==> src/rtl/kairo_uart_busmaster.sv <==
// kairo_uart_busmaster: UART 8N1 command port that issues single-word valid/ready bus reads and writes
module kairo_uart_busmaster #(
  parameter int CLKS_PER_BIT = 868,
  parameter int BUS_TIMEOUT  = 1024
) (
  input  logic        CLK,
  input  logic        RST,
  input  logic        UART_RX,
  output logic        UART_TX,
  output logic        M_VALID,
  input  logic        M_READY,
  output logic [3:0]  M_WSTB,
  output logic [31:0] M_ADDR,
  output logic [31:0] M_WDATA,
  input  logic [31:0] M_RDATA,
  input  logic        M_EXCEPT,
  output logic        BUSY
);
  localparam int CW = $clog2(CLKS_PER_BIT) + 1;
  localparam int TW = $clog2(BUS_TIMEOUT) + 1;
  localparam logic [CW-1:0] C_LAST = CW'(CLKS_PER_BIT - 1);
  localparam logic [CW-1:0] C_HALF = CW'(CLKS_PER_BIT / 2 - 1);
  localparam logic [TW-1:0] T_LAST = TW'(BUS_TIMEOUT - 1);
  localparam logic [7:0] CMD_W = 8'h57;
  localparam logic [7:0] CMD_R = 8'h52;
  localparam logic [7:0] ACK   = 8'h06;
  localparam logic [7:0] NAK   = 8'h15;

  typedef enum logic [1:0] {R_IDLE, R_START, R_DATA, R_STOP} rx_state_t;
  typedef enum logic [2:0] {C_IDLE, C_ADDR, C_DATA, C_BUS, C_RESP} cmd_state_t;

  rx_state_t   rx_st;
  cmd_state_t  cst;
  logic        rx_s1, rx_s2, rx_s3;
  logic [CW-1:0] rx_cnt;
  logic [2:0]  rx_bit;
  logic [7:0]  rx_sh;
  logic        rx_valid, rx_ferr;
  logic        tx_act;
  logic [CW-1:0] tx_cnt;
  logic [3:0]  tx_bit;
  logic [8:0]  tx_sh;
  logic        tx_done;
  logic        wr;
  logic [1:0]  bcnt;
  logic [TW-1:0] tcnt;
  logic [23:0] rbuf;
  logic [1:0]  left;
  logic        bad_cmd, bus_done, bus_to, next_resp, load;
  logic [7:0]  load_byte;

  assign BUSY      = cst != C_IDLE;
  assign tx_done   = tx_act && tx_cnt == C_LAST && tx_bit == 4'd9;
  assign bad_cmd   = cst == C_IDLE && rx_valid && rx_sh != CMD_W && rx_sh != CMD_R;
  assign bus_done  = cst == C_BUS && M_READY;
  assign bus_to    = cst == C_BUS && !M_READY && tcnt == T_LAST;
  assign next_resp = cst == C_RESP && tx_done && left != 2'd0;
  assign load      = bad_cmd || bus_done || bus_to || next_resp;
  assign load_byte = next_resp ? rbuf[23:16] : (bus_done && !M_EXCEPT) ? (wr ? ACK : M_RDATA[31:24]) : NAK;

  // Receiver: synchronise the line, qualify the start bit at mid-bit, sample data and stop at bit centres
  always_ff @(posedge CLK or posedge RST) begin
    if (RST) begin
      rx_s1    <= 1'b1;
      rx_s2    <= 1'b1;
      rx_s3    <= 1'b1;
      rx_st    <= R_IDLE;
      rx_cnt   <= '0;
      rx_bit   <= '0;
      rx_sh    <= '0;
      rx_valid <= 1'b0;
      rx_ferr  <= 1'b0;
    end else begin
      rx_s1    <= UART_RX;
      rx_s2    <= rx_s1;
      rx_s3    <= rx_s2;
      rx_valid <= 1'b0;
      rx_ferr  <= 1'b0;
      case (rx_st)
        R_IDLE: if (rx_s3 && !rx_s2) begin
          rx_st  <= R_START;
          rx_cnt <= '0;
        end
        R_START: if (rx_cnt == C_HALF) begin
          rx_cnt <= '0;
          rx_bit <= '0;
          rx_st  <= rx_s2 ? R_IDLE : R_DATA;
        end else rx_cnt <= rx_cnt + 1'b1;
        R_DATA: if (rx_cnt == C_LAST) begin
          rx_cnt <= '0;
          rx_sh  <= {rx_s2, rx_sh[7:1]};
          rx_bit <= rx_bit + 1'b1;
          if (rx_bit == 3'd7) rx_st <= R_STOP;
        end else rx_cnt <= rx_cnt + 1'b1;
        R_STOP: if (rx_cnt == C_LAST) begin
          rx_cnt   <= '0;
          rx_st    <= R_IDLE;
          rx_valid <= rx_s2;
          rx_ferr  <= !rx_s2;
        end else rx_cnt <= rx_cnt + 1'b1;
      endcase
    end
  end

  // Transmitter: a load restarts the frame immediately, so consecutive bytes run with no idle gap
  always_ff @(posedge CLK or posedge RST) begin
    if (RST) begin
      UART_TX <= 1'b1;
      tx_act  <= 1'b0;
      tx_cnt  <= '0;
      tx_bit  <= '0;
      tx_sh   <= '1;
    end else if (load) begin
      UART_TX <= 1'b0;
      tx_sh   <= {1'b1, load_byte};
      tx_cnt  <= '0;
      tx_bit  <= '0;
      tx_act  <= 1'b1;
    end else if (tx_act) begin
      if (tx_cnt == C_LAST) begin
        tx_cnt  <= '0;
        tx_bit  <= tx_bit + 1'b1;
        UART_TX <= tx_sh[0];
        tx_sh   <= {1'b1, tx_sh[8:1]};
        tx_act  <= tx_bit != 4'd9;
      end else tx_cnt <= tx_cnt + 1'b1;
    end
  end

  // Command sequencer: parse the frame, run one bus transaction, then stream the response bytes
  always_ff @(posedge CLK or posedge RST) begin
    if (RST) begin
      cst     <= C_IDLE;
      M_VALID <= 1'b0;
      M_WSTB  <= 4'h0;
      M_ADDR  <= '0;
      M_WDATA <= '0;
      wr      <= 1'b0;
      bcnt    <= '0;
      tcnt    <= '0;
      rbuf    <= '0;
      left    <= '0;
    end else begin
      case (cst)
        C_IDLE: if (rx_valid) begin
          bcnt <= '0;
          left <= '0;
          wr   <= rx_sh == CMD_W;
          cst  <= (rx_sh == CMD_W || rx_sh == CMD_R) ? C_ADDR : C_RESP;
        end
        C_ADDR: if (rx_ferr) cst <= C_IDLE;
        else if (rx_valid) begin
          M_ADDR <= {M_ADDR[23:0], rx_sh};
          bcnt   <= bcnt + 1'b1;
          tcnt   <= '0;
          if (bcnt == 2'd3) begin
            cst     <= wr ? C_DATA : C_BUS;
            M_VALID <= !wr;
          end
        end
        C_DATA: if (rx_ferr) cst <= C_IDLE;
        else if (rx_valid) begin
          M_WDATA <= {M_WDATA[23:0], rx_sh};
          bcnt    <= bcnt + 1'b1;
          tcnt    <= '0;
          if (bcnt == 2'd3) begin
            cst     <= C_BUS;
            M_VALID <= 1'b1;
            M_WSTB  <= 4'hF;
          end
        end
        C_BUS: begin
          tcnt <= tcnt + 1'b1;
          if (M_READY || tcnt == T_LAST) begin
            M_VALID <= 1'b0;
            M_WSTB  <= 4'h0;
            cst     <= C_RESP;
            rbuf    <= M_RDATA[23:0];
            left    <= (M_READY && !M_EXCEPT && !wr) ? 2'd3 : 2'd0;
          end
        end
        C_RESP: if (tx_done) begin
          if (left == 2'd0) cst <= C_IDLE;
          else begin
            left <= left - 1'b1;
            rbuf <= {rbuf[15:0], 8'h00};
          end
        end
        default: cst <= C_IDLE;
      endcase
    end
  end
endmodule

==> config.mk <==
export PLATFORM = sky130hd
export DESIGN_NAME = kairo_uart_busmaster
export DESIGN_NICKNAME = d
export VERILOG_FILES = /design/src/rtl/kairo_uart_busmaster.sv
export SDC_FILE = /design/constraint.sdc
export NUM_CORES = 1
export LEC_CHECK = 0
export CAP_MARGIN = 5
export CORE_ASPECT_RATIO = 0.75
export CORE_MARGIN = 5
export CORE_UTILIZATION = 49
export CTS_CLUSTER_DIAMETER = 200
export CTS_CLUSTER_SIZE = 16
export DETAILED_ROUTE_END_ITERATION = 10
export GPL_ROUTABILITY_DRIVEN = 0
export PLACE_DENSITY = 0.76
export SYNTH_ARGS = -nofsm -noshare
export SYNTH_HDL_FRONTEND = slang
export SYNTH_SLANG_ARGS = --single-unit
==> constraint.sdc <==
create_clock -name CLK -period 5.41 [get_ports CLK]
set_input_delay 1.082 -clock CLK [delete_from_list [all_inputs] [get_ports CLK]]
set_output_delay 1.082 -clock CLK [all_outputs]
set_load 0.05 [all_outputs]
==> results of run 1 <==
==> per-layer routing <==
metal  GRT usage, %  vias to the layer above  share of wire (%)
li1               -                     2731                  -
met1           28.8                     2841                 47
met2           29.7                      172                 45
met3           6.10                       11                6.8
met4           4.69                        0               0.97
met5              0                        -                  0
==> flip-flops by register name, indices dropped and copies added, names as in the netlist, 3 cells and up, named ones only <==
| signal | cells |
|---|---|
| M_ADDR | 32 |
| M_WDATA | 32 |
| rbuf | 24 |
| rx_cnt | 11 |
| tcnt | 11 |
| tx_cnt | 11 |
| rx_sh | 8 |
| tx_sh | 8 |
| tx_bit | 4 |
| cst | 3 |
| rx_bit | 3 |
==> where the power goes <==
group          total (uW)  internal (uW)  switching (uW)
Clock                1150            649             504
Sequential           1290           1250            39.9
Combinational         140           69.1            70.9
==> worst max path at each step <==
stage | depth (start not counted) | endpoint | start | slack (ns)
after CTS | 3 | BUSY | cst[1] | 2.07
after global placement | 6 | tx_sh[7] | M_READY | 2.22
after global routing | 3 | BUSY | cst[1] | 1.96
after floorplan | 1 | M_ADDR[0] | RST | 2.27
final | 3 | BUSY | cst[1] | 2.07
after detailed placement | 6 | tx_sh[7] | M_READY | 2.20
==> placed cells by master, fill, tap and decap left out, drive strengths merged, types with 5 or more instances in the layout <==
cell           Yosys  layout
o21ai             41      41
or3                6       6
and2               5       5
nand4              7       7
a31oi              6       6
nand2            117     117
o21a               5       5
inv               28      30
or4                5       5
and3               6       6
clkinvlp           0       7
mux2              52      52
nor2              45      45
xor2               5       5
clkdlybuf4s50      0     107
nor3               9       9
o211ai             7       7
mux2i             18      18
dfstp             12      12
nand3             28      28
a21oi             42      42
dfrtp            151     151
ha                10      10
clkbuf            21      18
a21o               6       6
==> Yosys cell counts (all sizes together), types with 7 or more instances <==
| library cell | instances | share of area (%) |
|---|---|---|
| nor3 | 9 | 0.60 |
| nor2 | 45 | 2.3 |
| mux2 | 52 | 7.8 |
| buf | 18 | 1.4 |
| nand3 | 28 | 1.9 |
| o21ai | 41 | 2.7 |
| nand4 | 7 | 0.58 |
| dfrtp | 151 | 50 |
| a21oi | 42 | 2.8 |
| mux2i | 18 | 2.4 |
| o211ai | 7 | 0.70 |
| clkbuf | 21 | 1.1 |
| ha | 10 | 1.7 |
| inv | 28 | 1.4 |
| dfstp | 12 | 4.2 |
| nand2 | 117 | 5.9 |
==> final cells by class <==
class / instances / area, um^2
Fill cell: 1208 / 5860
Clock buffer: 18 / 439
Multi-Input combinational cell: 494 / 3140
Clock inverter: 14 / 129
Tap cell: 205 / 256
Sequential cell: 163 / 4090
Timing Repair Buffer: 110 / 1110
Inverter: 28 / 109
==> logic make-up after synthesis <==
logic type,after synthesis,synth area share [%]
buf+inv,67,3.82
fa+ha+maj,12,1.94
compound gates,144,12.0
simple gates,260,16.5
mux,70,10.2
flops,163,54.6
xor+xnor,8,0.934
==> worst max-delay path, stage by stage, from the launching register on <==
cell,delay (ns)
dfrtp_1,0.64
nor2_1,0.20
nand2_1,0.18
clkdlybuf4s50_1,0.82
==> stage by stage <==
stage | power, uW | instances | utilization (%)
after detailed placement | 1450 | 1000 | 57.5
after floorplan | 1390 | 724 | -
after global routing | 2690 | 1032 | 61.3
after CTS | 2610 | 1032 | 61.3
final | 2580 | 1032 | 61.3
after global placement | 1440 | 1000 | 57.5
==> metrics, run 1 <==
# Max-Cap Violations=0; CTS clock-pin slew for the worst setup and hold paths=0.07 ns; maximum operating frequency=299 MHz; Seq cells post-synth=163; clock latency of the later-clocked register in the worst-skew pair=0.42 ns; sequential-to-total area share from yosys stat=54.6%; number of routed nets with antenna violations=0; post-cts resize count=0; Worst Tran Pin Value=1.10 ns; Setup crit start kind=flip-flop; Reg2Reg Setup Slack=2.49 ns; number of levels in the clock H-tree=4; Die ar.=17900 um^2; Die Width=153 um; ratio of final minimum period to clock period=61.8%; WL final=17000 um; number of DRC violations after detailed-routing iteration 0=468; required arrival time at the worst endpoint=4.33 ns; gate count after technology mapping=724; number of standard-cell rows in the floorplan=39; DRC violations left=0; Critical R2R Capture=rbuf[4]; worst vdd rail ir drop=0.212 mV; clock tree from TritonCTS=built; Initial Util=49.6%; Final setup viols=0; class of the tightest hold or removal check=reg -> reg; first-pass iteration count of the detailed router=5; placeable core area=15100 um^2; placed standard-cell area=8700 um^2; number of I/O port buffers=107; final critical-path required period=3.34 ns; hold violation total from the final report=0; Min Hold Slack=0.359 ns; clock sink count=163; quantity of hold-fixing buffers added after cts=0; via count of the first global-routing pass=5699; number of synthesized flops with an enable pin=0; number of distinct library cells after synthesis=63; Bufs on Longest Clock Path=2; overflow left after global routing=0; arrival time at the worst endpoint=2.26 ns; startpoint of the tightest hold check path=rx_s1; initial antenna violation count=0; outcome=finished clean; half-perimeter wire length of the detailed placement result=11800 um; number of cells on the worst reg-to-reg path=6; synthesized area=7500 um^2; post-DR vias/cell=5.58; total leakage power=0.00427 uW; end of the worst hold path=rx_s2; number of buffers inserted to repair setup after CTS=0; Setup TNS=0 ns; worst reg2reg startpoint=cst[1]; Synthesized Nets=771; post-synthesis average cell area=10.4 um^2; Yosys Warn Count=0; hold-critical path depth=0; count of nets after finishing=861; endpoint type of the worst setup path=primary output; pre-CTS WS=2.20 ns; number of antenna cells inserted=0; maximum number of pins on one net before global-route repair=164; Worst Skew=0.00884 ns; fraction of layout instances using a drive strength above 1=13.1%; max-slew violation count=0; area of all placed cells without fillers=9270 um^2; remaining max-slew budget at the tightest pin=26.9%; RSZ-0062 raised after global routing=false; TritonCTS buffer count=17; main flop type after synthesis=dfrtp_1; crit-path max FO=17; final routed wire length divided by cell count=16.5 um; kind of critical path=reg -> out; cell chosen for the clock root=clkbuf_16; PwrDens=279 nW/um^2; I/O pins=108; die span in y=117 um; worst setup margin=2.07 ns; global-route wire length before repair=29000 um; number of vias in the routed layout=5755; GRT Util Overall=19.9%; Async SR Flop Fraction=100%; relative area change from synthesis to final layout=23.6%
Power figures use the tool's default switching activity.
==> run 2, diff against run 1 <==
==> constraint.sdc (replaced) <==
create_clock -name CLK -period 3 [get_ports CLK]
set_input_delay 0.6 -clock CLK [delete_from_list [all_inputs] [get_ports CLK]]
set_output_delay 0.6 -clock CLK [all_outputs]
set_load 0.05 [all_outputs]
==> run 2 against run 1 <==
Global-route usage grew 0.62 points. Highest routed layer unchanged. Die area unchanged. Total power is 85% higher. Register-to-register slack got worse by 1.8 ns. Clock-buffer cell count grew 5.
==> metrics, run 2 (synthesis results as in run 1) <==
outcome=finished clean (unchanged); kind of critical path=reg -> out (unchanged); relative area change from synthesis to final layout=25.2% (was 23.6%); crit-path max FO=17 (unchanged); most frequent standard cell in the layout excluding fill and tap cells=dfrtp_1 (unchanged); count of nets after finishing=870 (was 861); via count of the first global-routing pass=5889 (was 5699); hold violation total from the final report=0 (unchanged); Setup crit start kind=flip-flop (unchanged); I/O pins=108 (unchanged); critical path's largest stage delay=0.82 ns (about the same); half-perimeter wire length of the detailed placement result=12400 um (was 11800 um); class of the tightest hold or removal check=reg -> reg (unchanged); die span in y=117 um (unchanged); RSZ-0062 raised after global routing=false (unchanged); Bufs on Longest Clock Path=2 (unchanged); family with the most delay on the worst path=buffers and inverters (unchanged); quantity of hold-fixing buffers added after cts=0 (unchanged); overflow left after global routing=0 (unchanged); Final setup viols=0 (unchanged); number of cells on the worst reg-to-reg path=6 (unchanged); count of buffering cells on the critical path with inverters included=1 (unchanged); CTS clock-pin slew for the worst setup and hold paths=0.06 ns (was 0.07 ns); worst vdd rail ir drop=0.423 mV (was 0.212 mV); registers with the highest flip-flop counts=M_ADDR: 32 flops, M_WDATA: 32 flops, rbuf: 24 flops (unchanged); PwrDens=510 nW/um^2 (was 279 nW/um^2); Die ar.=17900 um^2 (unchanged); number of DRC violations after detailed-routing iteration 0=383 (was 468); arrival time at the worst endpoint=2.22 ns (was 2.26 ns); clock sink count=163 (unchanged); pre-CTS WS=0.646 ns (was 2.20 ns); number of I/O port buffers=107 (unchanged); initial antenna violation count=0 (unchanged); cell chosen for the clock root=clkbuf_16 (unchanged); startpoint of the tightest hold check path=rx_s1 (unchanged); Worst Tran Pin Value=0.860 ns (was 1.10 ns); part of the total power dissipated in the clock network=45.9% (was 44.6%); ratio of final minimum period to clock period=94.2%; GRT Util Overall=20.5% (was 19.9%); clock latency of the later-clocked register in the worst-skew pair=0.42 ns (about the same); maximum number of pins on one net before global-route repair=70 (was 164); fraction of layout instances using a drive strength above 1=13.9% (was 13.1%); post-cts resize count=0 (unchanged); number of levels in the clock H-tree=4 (unchanged); combinational share of power=5.3% (was 5.4%); Initial Util=49.6% (unchanged); WL final=17800 um (was 17000 um); total leakage power=0.00436 uW (was 0.00427 uW); Critical Path, Cell by Cell=nor2_1 > nand2_1 > clkdlybuf4s50_1 (unchanged); Critical Path Slowest Stage Cell=clkdlybuf4s50_1 (unchanged); endpoint type of the worst setup path=primary output (unchanged); most frequent cells in the layout=dfrtp_1, nand2_1, clkdlybuf4s50_1, mux2_2, nor2_1 (unchanged); clock tree from TritonCTS=built (unchanged); post-DR vias/cell=5.63 (was 5.58); # Max-Cap Violations=0 (unchanged); switch share=22.0% (was 23.8%); cell internal pwr=3730 uW (was 1970 uW); DRC violations left=0 (unchanged); end of the worst hold path=rx_s2 (unchanged); required arrival time at the worst endpoint=2.40 ns (was 4.33 ns); worst reg2reg startpoint=cst[0] (was cst[1]); Setup TNS=0 ns (unchanged); Critical R2R Capture=rbuf[19] (was rbuf[4]); TritonCTS buffer count=17 (unchanged); Min Hold Slack=0.355 ns (was 0.359 ns); number of vias in the routed layout=5850 (was 5755); final critical-path required period=2.82 ns; proportion of power drawn by flip-flops and latches=48.8% (was 50.0%); number of buffers inserted to repair setup after CTS=0 (unchanged); first-pass iteration count of the detailed router=5 (unchanged); max-slew violation count=0 (unchanged); Worst Skew=0.00707 ns (was 0.00884 ns); number of standard-cell rows in the floorplan=39 (unchanged); Reg2Reg Setup Slack=0.65 ns (was 2.49 ns); net switching power figure=1060 uW (was 615 uW); placeable core area=15100 um^2 (unchanged); final routed wire length divided by cell count=17.2 um (was 16.5 um); global-route wire length before repair=29700 um (was 29000 um); hold-critical path depth=0 (unchanged); final cell utilization of the core=62.1% (was 61.3%); maximum operating frequency=354 MHz; number of routed nets with antenna violations=0 (unchanged); Die Width=153 um (unchanged); remaining max-slew budget at the tightest pin=42.6% (was 26.9%); worst setup margin=0.175 ns (was 2.07 ns); number of antenna cells inserted=0 (unchanged)
## run 2: changes by cell type in the layout (fill, tap and decap cells not counted)
cell	change
buf_12	+1
buf_4	+8
bufinv_16	+1
clkbuf_8	+5
clkinv_2	+1
clkinv_4	-1
clkinvlp_4	-4
inv_6	-3
## run 2: power groups by stage
stage / combinational [uW] / clock (uW) / sequential (uW)
floorplan: 166 / 0 / 2350
global route: 284 / 2340 / 2340
finish: 256 / 2200 / 2330
detailed placement: 256 / 0 / 2370
CTS: 259 / 2240 / 2330
global placement: 243 / 0 / 2360
## run 2: stage by stage
step / total power [uW] / area (um^2) / std cells
after floorplan: 2510 / 7500 / 724
after global placement: 2600 / 8780 / 1009
after detailed placement: 2630 / 8780 / 1009
after CTS: 4830 / 9390 / 1040
after global routing: 4970 / 9390 / 1040
final: 4790 / 9390 / 1040
## run 2: worst max-delay path by stage
stage / from / endpoint / cells after the start
finish: cst[1] / BUSY / 3
global route: cst[1] / BUSY / 3
CTS: cst[1] / BUSY / 3
detailed placement: cst[1] / BUSY / 3
global placement: cst[1] / BUSY / 3
floorplan: RST / M_ADDR[0] / 1
## run 2: cell type report
cell class                      count  area (um^2)
Fill cell                        1211         5740
Clock buffer                       23          508
Clock inverter                      8         98.8
Multi-Input combinational cell    494         3140
Inverter                           28          109
Tap cell                          205          256
Sequential cell                   163         4090
Timing Repair Buffer              119         1190
## run 2: metal layers
metal | track usage, % | routed length [um] | vias to the layer above
met2 | 32.0 | 8120 | 210
met1 | 28.0 | 8130 | 2882
li1 | - | - | 2740
met4 | 6.53 | 201 | 0
met5 | 0 | 0 | -
met3 | 6.25 | 1400 | 18
## run 2: worst reg2reg max path: cells and delay by family, from the launching register on
family	cells	cell delay, ns
flops	1	0.54
simple gates	3	1.06
compound gates	2	0.28
buf+inv	1	0.41
==> run 3, diff against run 2 <==
--- a/config.mk
+++ b/config.mk
@@ -14,6 +14,7 @@
 export DETAILED_ROUTE_END_ITERATION = 10
 export GPL_ROUTABILITY_DRIVEN = 0
 export PLACE_DENSITY = 0.76
+export SKIP_CTS_REPAIR_TIMING = 1
 export SYNTH_ARGS = -nofsm -noshare
 export SYNTH_HDL_FRONTEND = slang
 export SYNTH_SLANG_ARGS = --single-unit
==> results of run 3 <==
The final DEF is identical to that of run 2; final timing and power are the same.
